`src/rtl/fifo_param.sv`:
```
// Parametrised synchronous show-ahead FIFO with occupancy count, programmable
// almost flags and optional sticky error flags (enable with FIFO_PARAM_ERR_FLAGS_EN).
module fifo_param #(
  parameter int DATA_W    = 8,
  parameter int DEPTH     = 8,
  parameter int AFULL_TH  = DEPTH - 2,
  parameter int AEMPTY_TH = 2
) (
  input  logic                       clk,
  input  logic                       reset,
  input  logic                       we,
  input  logic [DATA_W-1:0]          wdata,
  input  logic                       re,
  output logic [DATA_W-1:0]          rdata,
  output logic                       empty,
  output logic                       full,
  output logic                       almost_empty,
  output logic                       almost_full,
  output logic [$clog2(DEPTH):0]     count,
  output logic                       overflow,
  output logic                       underflow
);

  localparam int AW = $clog2(DEPTH);
  localparam int CW = AW + 1;
  localparam logic [CW-1:0] DEPTH_C  = CW'(DEPTH);
  localparam logic [CW-1:0] AFULL_C  = CW'(AFULL_TH);
  localparam logic [CW-1:0] AEMPTY_C = CW'(AEMPTY_TH);

  logic [DATA_W-1:0] mem [DEPTH];
  logic [AW-1:0]     wptr_reg, rptr_reg;
  logic [CW-1:0]     count_reg, count_next;
  logic              empty_reg, full_reg, aempty_reg, afull_reg;
  logic              wa, ra;

  // A write while full is still accepted when a read frees the head slot.
  assign wa = we & (~full_reg | re);
  assign ra = re & ~empty_reg;

  always_comb begin
    count_next = count_reg;
    case ({wa, ra})
      2'b10:   count_next = count_reg + CW'(1);
      2'b01:   count_next = count_reg - CW'(1);
      default: count_next = count_reg;
    endcase
  end

  always_ff @(posedge clk) begin
    if (reset) begin
      wptr_reg   <= '0;
      rptr_reg   <= '0;
      count_reg  <= '0;
      empty_reg  <= 1'b1;
      full_reg   <= 1'b0;
      aempty_reg <= 1'b1;
      afull_reg  <= (AFULL_TH == 0);
    end else begin
      if (wa) wptr_reg <= wptr_reg + AW'(1);
      if (ra) rptr_reg <= rptr_reg + AW'(1);
      count_reg  <= count_next;
      empty_reg  <= (count_next == '0);
      full_reg   <= (count_next == DEPTH_C);
      aempty_reg <= (count_next <= AEMPTY_C);
      afull_reg  <= (count_next >= AFULL_C);
    end
  end

  // Storage is deliberately not reset; stale words are unreachable via the pointers.
  always_ff @(posedge clk) begin
    if (!reset && wa) mem[wptr_reg] <= wdata;
  end

  assign rdata        = mem[rptr_reg];
  assign empty        = empty_reg;
  assign full         = full_reg;
  assign almost_empty = aempty_reg;
  assign almost_full  = afull_reg;
  assign count        = count_reg;

`ifdef FIFO_PARAM_ERR_FLAGS_EN
  logic overflow_reg, underflow_reg;

  always_ff @(posedge clk) begin
    if (reset) begin
      overflow_reg  <= 1'b0;
      underflow_reg <= 1'b0;
    end else begin
      if (we & full_reg & ~re) overflow_reg  <= 1'b1;
      if (re & empty_reg)      underflow_reg <= 1'b1;
    end
  end

  assign overflow  = overflow_reg;
  assign underflow = underflow_reg;
`else
  assign overflow  = 1'b0;
  assign underflow = 1'b0;
`endif

endmodule

```
`config.mk`:
```
export PLATFORM = sky130hd
export DESIGN_NAME = fifo_param
export DESIGN_NICKNAME = d
export VERILOG_FILES = /design/src/rtl/fifo_param.sv
export SDC_FILE = /design/constraint.sdc
export NUM_CORES = 1
export LEC_CHECK = 0
export ABC_AREA = 1
export CORE_MARGIN = 2
export CORE_UTILIZATION = 50
export CTS_CLUSTER_DIAMETER = 100
export DETAILED_ROUTE_END_ITERATION = 10
export GPL_TIMING_DRIVEN = 1
export PLACE_DENSITY = 0.71
export SLEW_MARGIN = 20
export SYNTH_ARGS = -nofsm -noshare
export SYNTH_HDL_FRONTEND = slang
export SYNTH_SLANG_ARGS = --single-unit
```
`constraint.sdc`:
```
create_clock -name clk -period 2.55 [get_ports clk]
set_input_delay 0.255 -clock clk [delete_from_list [all_inputs] [get_ports clk]]
set_output_delay 0.255 -clock clk [all_outputs]
set_load 0.01 [all_outputs]
```
==> flow_summary.yaml <==
logic_synthesis:
  synth_largest_area_cell: "edfxtp_1"
  syn_area_per_cell_um2: 11.1
  yosys_warnings: 0
  yosys_most_used_dff: "edfxtp_1"
  synth.area.top_cells: "edfxtp_1 58%, dfxtp_1 10%, nor2_1 7.0%"
  synth_edf_count: 64
  synthesis.area_um2: 3330
  ys_ff_latch: 81
  synth_cell_types: 26
  ys_seq_area_share_pct: 68.0
  ys_async_sr_fraction_pct: 0
  synth_top_cell_area_share_pct: 57.8
  netlist_instances: 299
outcome:
  status: "finished, final reports clean"
layout:
  fin_util_pct: 61.6
  layout.nets: 360
  stdcell_count: 425
  layout_commonest_cell: "edfxtp_1"
  layout_common_cells: "64 x edfxtp_1, 62 x nor2_1, 53 x nand2_1"
  syn_to_final_growth_pct: 18.2
  drive_gt1_share_pct: 10.9
  diodes: 0
  largest_register_ffs: 64
routing:
  vias_per_cell: 5.36
  drtAntennaViolNets: 0
  wl_per_cell_um: 15.2
  vias: 2279
  drc_errors: 0
  drt_iter0_drc: 133
  routed_wl_mm: 6.46
  drtPass1Iterations: 4
clocking:
  htree_levels: 3
  root_buffer: "clkbuf_8"
  path_clk_slew_ns: 0.08
  postCtsSetupBuffers: 0
  cts_buffers: 9
  cts_tree: "built"
  clk_path_buf_depth: 2
  cts_sinks: 81
  clock_latency_ns: 0.34
critical_path:
  rrSetupSlack_ns: 0.77
  reg2reg_to: "empty$_SDFF_PP1_"
  r2r-start: "full$_SDFF_PP0_"
  endpoint_kind: "output port"
  reg2reg_depth: 11
  cp_slowest_cell: "clkdlybuf4s50_1"
  critPathMaxFanout: 32
  crit_path_start_kind: "flip-flop"
  critPathRequiredTime_ns: 2.30
  critPathArrivalTime_ns: 2.05
  worst_path_largest_cell_delay_ns: 0.54
  cp_cell_sequence: "clkinv_2, nor2_1, o32ai_1, nand2_1, nand2_1, clkdlybuf4s50_1"
  cpMostUsedCell: "nand2_1"
  worstSetupPathType: "reg2out"
sta:
  finalCritPeriodShare_pct: 90.5
  fin_crit_ns: 2.31
  hold_violations: 0
  fin_skew_ns: 0.00637
  slew_violations: 0
  fmaxAchievable_mhz: 433
  rsz0062_at_grt: "false"
  tns_ns: 0
  finalSetupViolCount: 0
floorplan:
  die_w_um: 85.6
  core_area_um2: 6390
  dieArea_um2: 7320
  start_util_pct: 52.1
  num_rows: 29
  die_h_um: 85.6
  boundaryPins: 30
power_and_ir_drop:
  p_per_area_nw_per_um2: 868
  power_leakage_nw: 1.49
  vdd_drop_max_mv: 0.670
global_route:
  grt_pass1_wl_mm: 10.6
  grt_max_degree: 33
  grt_pass1_vias: 2217
  antenna_found_initial: 0
  gr-total-overflow: 0
  grt.total_usage_pct: 18.8
min_path:
  hold_depth: 2
  hold_class: "reg2reg"
  holdCritStartpoint: "rptr_reg[2]$_SDFFE_PP0N_"
place:
  place_congestion: 0.769
  numPortBuffers: 27
  placed_cells: 409
  hpwl_mm: 4.14
flow_run:
  cap_viol_max_count: 0
==> kinds of logic (layout without fill, tap and decap cells) <==
group,Yosys count,count (layout),share of synthesized area (%)
muxes,1,1,0.301
and+or+nand+nor,129,129,15.6
adders and majority gates,5,5,1.88
other,1,2,0.113
AOI/OAI and AO/OA,45,45,8.58
DFF,81,81,68.0
buffers and inverters,35,83,5.00
xor gates and xnor gates,2,2,0.527
==> through the flow <==
step | cell area [µm²] | hold slack [ns] | power (mW) | setup WS (ns)
after floorplan | 3330 | 0.327 | 2.20 | 0.746
after global placement | 3740 | 0.446 | 2.54 | 0.389
after detailed placement | 3740 | 0.462 | 2.56 | 0.331
after CTS | 3930 | 0.474 | 3.43 | 0.116
after global routing | 3930 | 0.508 | 3.61 | 0.0476
final | 3930 | 0.475 | 3.41 | 0.242
==> synthesized netlist by cell type (3+ instances only) <==
| cell type | number |
|---|---|
| o32ai_1 | 16 |
| dfxtp_1 | 17 |
| a21oi_1 | 6 |
| edfxtp_1 | 64 |
| inv_1 | 20 |
| nand2_1 | 53 |
| buf_2 | 4 |
| inv_2 | 3 |
| ha_1 | 5 |
| o21ai_0 | 21 |
| nor3_1 | 5 |
| nand3_1 | 3 |
| buf_4 | 4 |
| nor2_1 | 62 |
==> layer usage <==
metal  up-vias  GRT usage (%)  share of wire [%]
li1       1112              -                  -
met1      1094           26.6                 49
met2        63           28.6                 46
met3        10           3.56                3.3
met4         0           8.08                1.7
met5         -              0                  0
==> power by group <==
group          leakage (nW)  internal (mW)  switching (mW)
registers             0.718           1.52          0.0687
clock network        0.0897          0.446           0.433
logic                 0.677          0.423           0.519
total                  1.49           2.39            1.02
==> what timing repair did <==
action / 4_1_cts / 5_1_grt
resized for setup: 0 / 1
endpoints found under the setup margin: 0 / 3
hold buffers: 0 / 0
==> worst max-delay path, delay by kind of cell, from the launching register on <==
family / cells / cell delay [ns]
compound gates: 1 / 0.24
buf+inv: 2 / 0.87
flops: 1 / 0.33
simple gates: 3 / 0.27
==> worst max path at each step <==
stage                     startpoint          endpoint  cells after the start
floorplan           empty$_SDFF_PP1_  empty$_SDFF_PP1_                     10
global placement                  re  empty$_SDFF_PP1_                     13
detailed placement                re  empty$_SDFF_PP1_                     13
CTS                        flip-flop          rdata[3]                      6
global route               flip-flop          rdata[4]                      6
finish                     flip-flop          rdata[3]                      6
==> area by class of cell <==
cell class / instances / area (µm²)
Inverter: 23 / 87.6
Timing Repair Buffer: 44 / 398
Clock buffer: 10 / 128
Sequential cell: 81 / 2260
Multi-Input combinational cell: 184 / 901
Tap cell: 77 / 96.3
Fill cell: 516 / 2450
Clock inverter: 6 / 58.8
(Power assumes the default switching activity.)
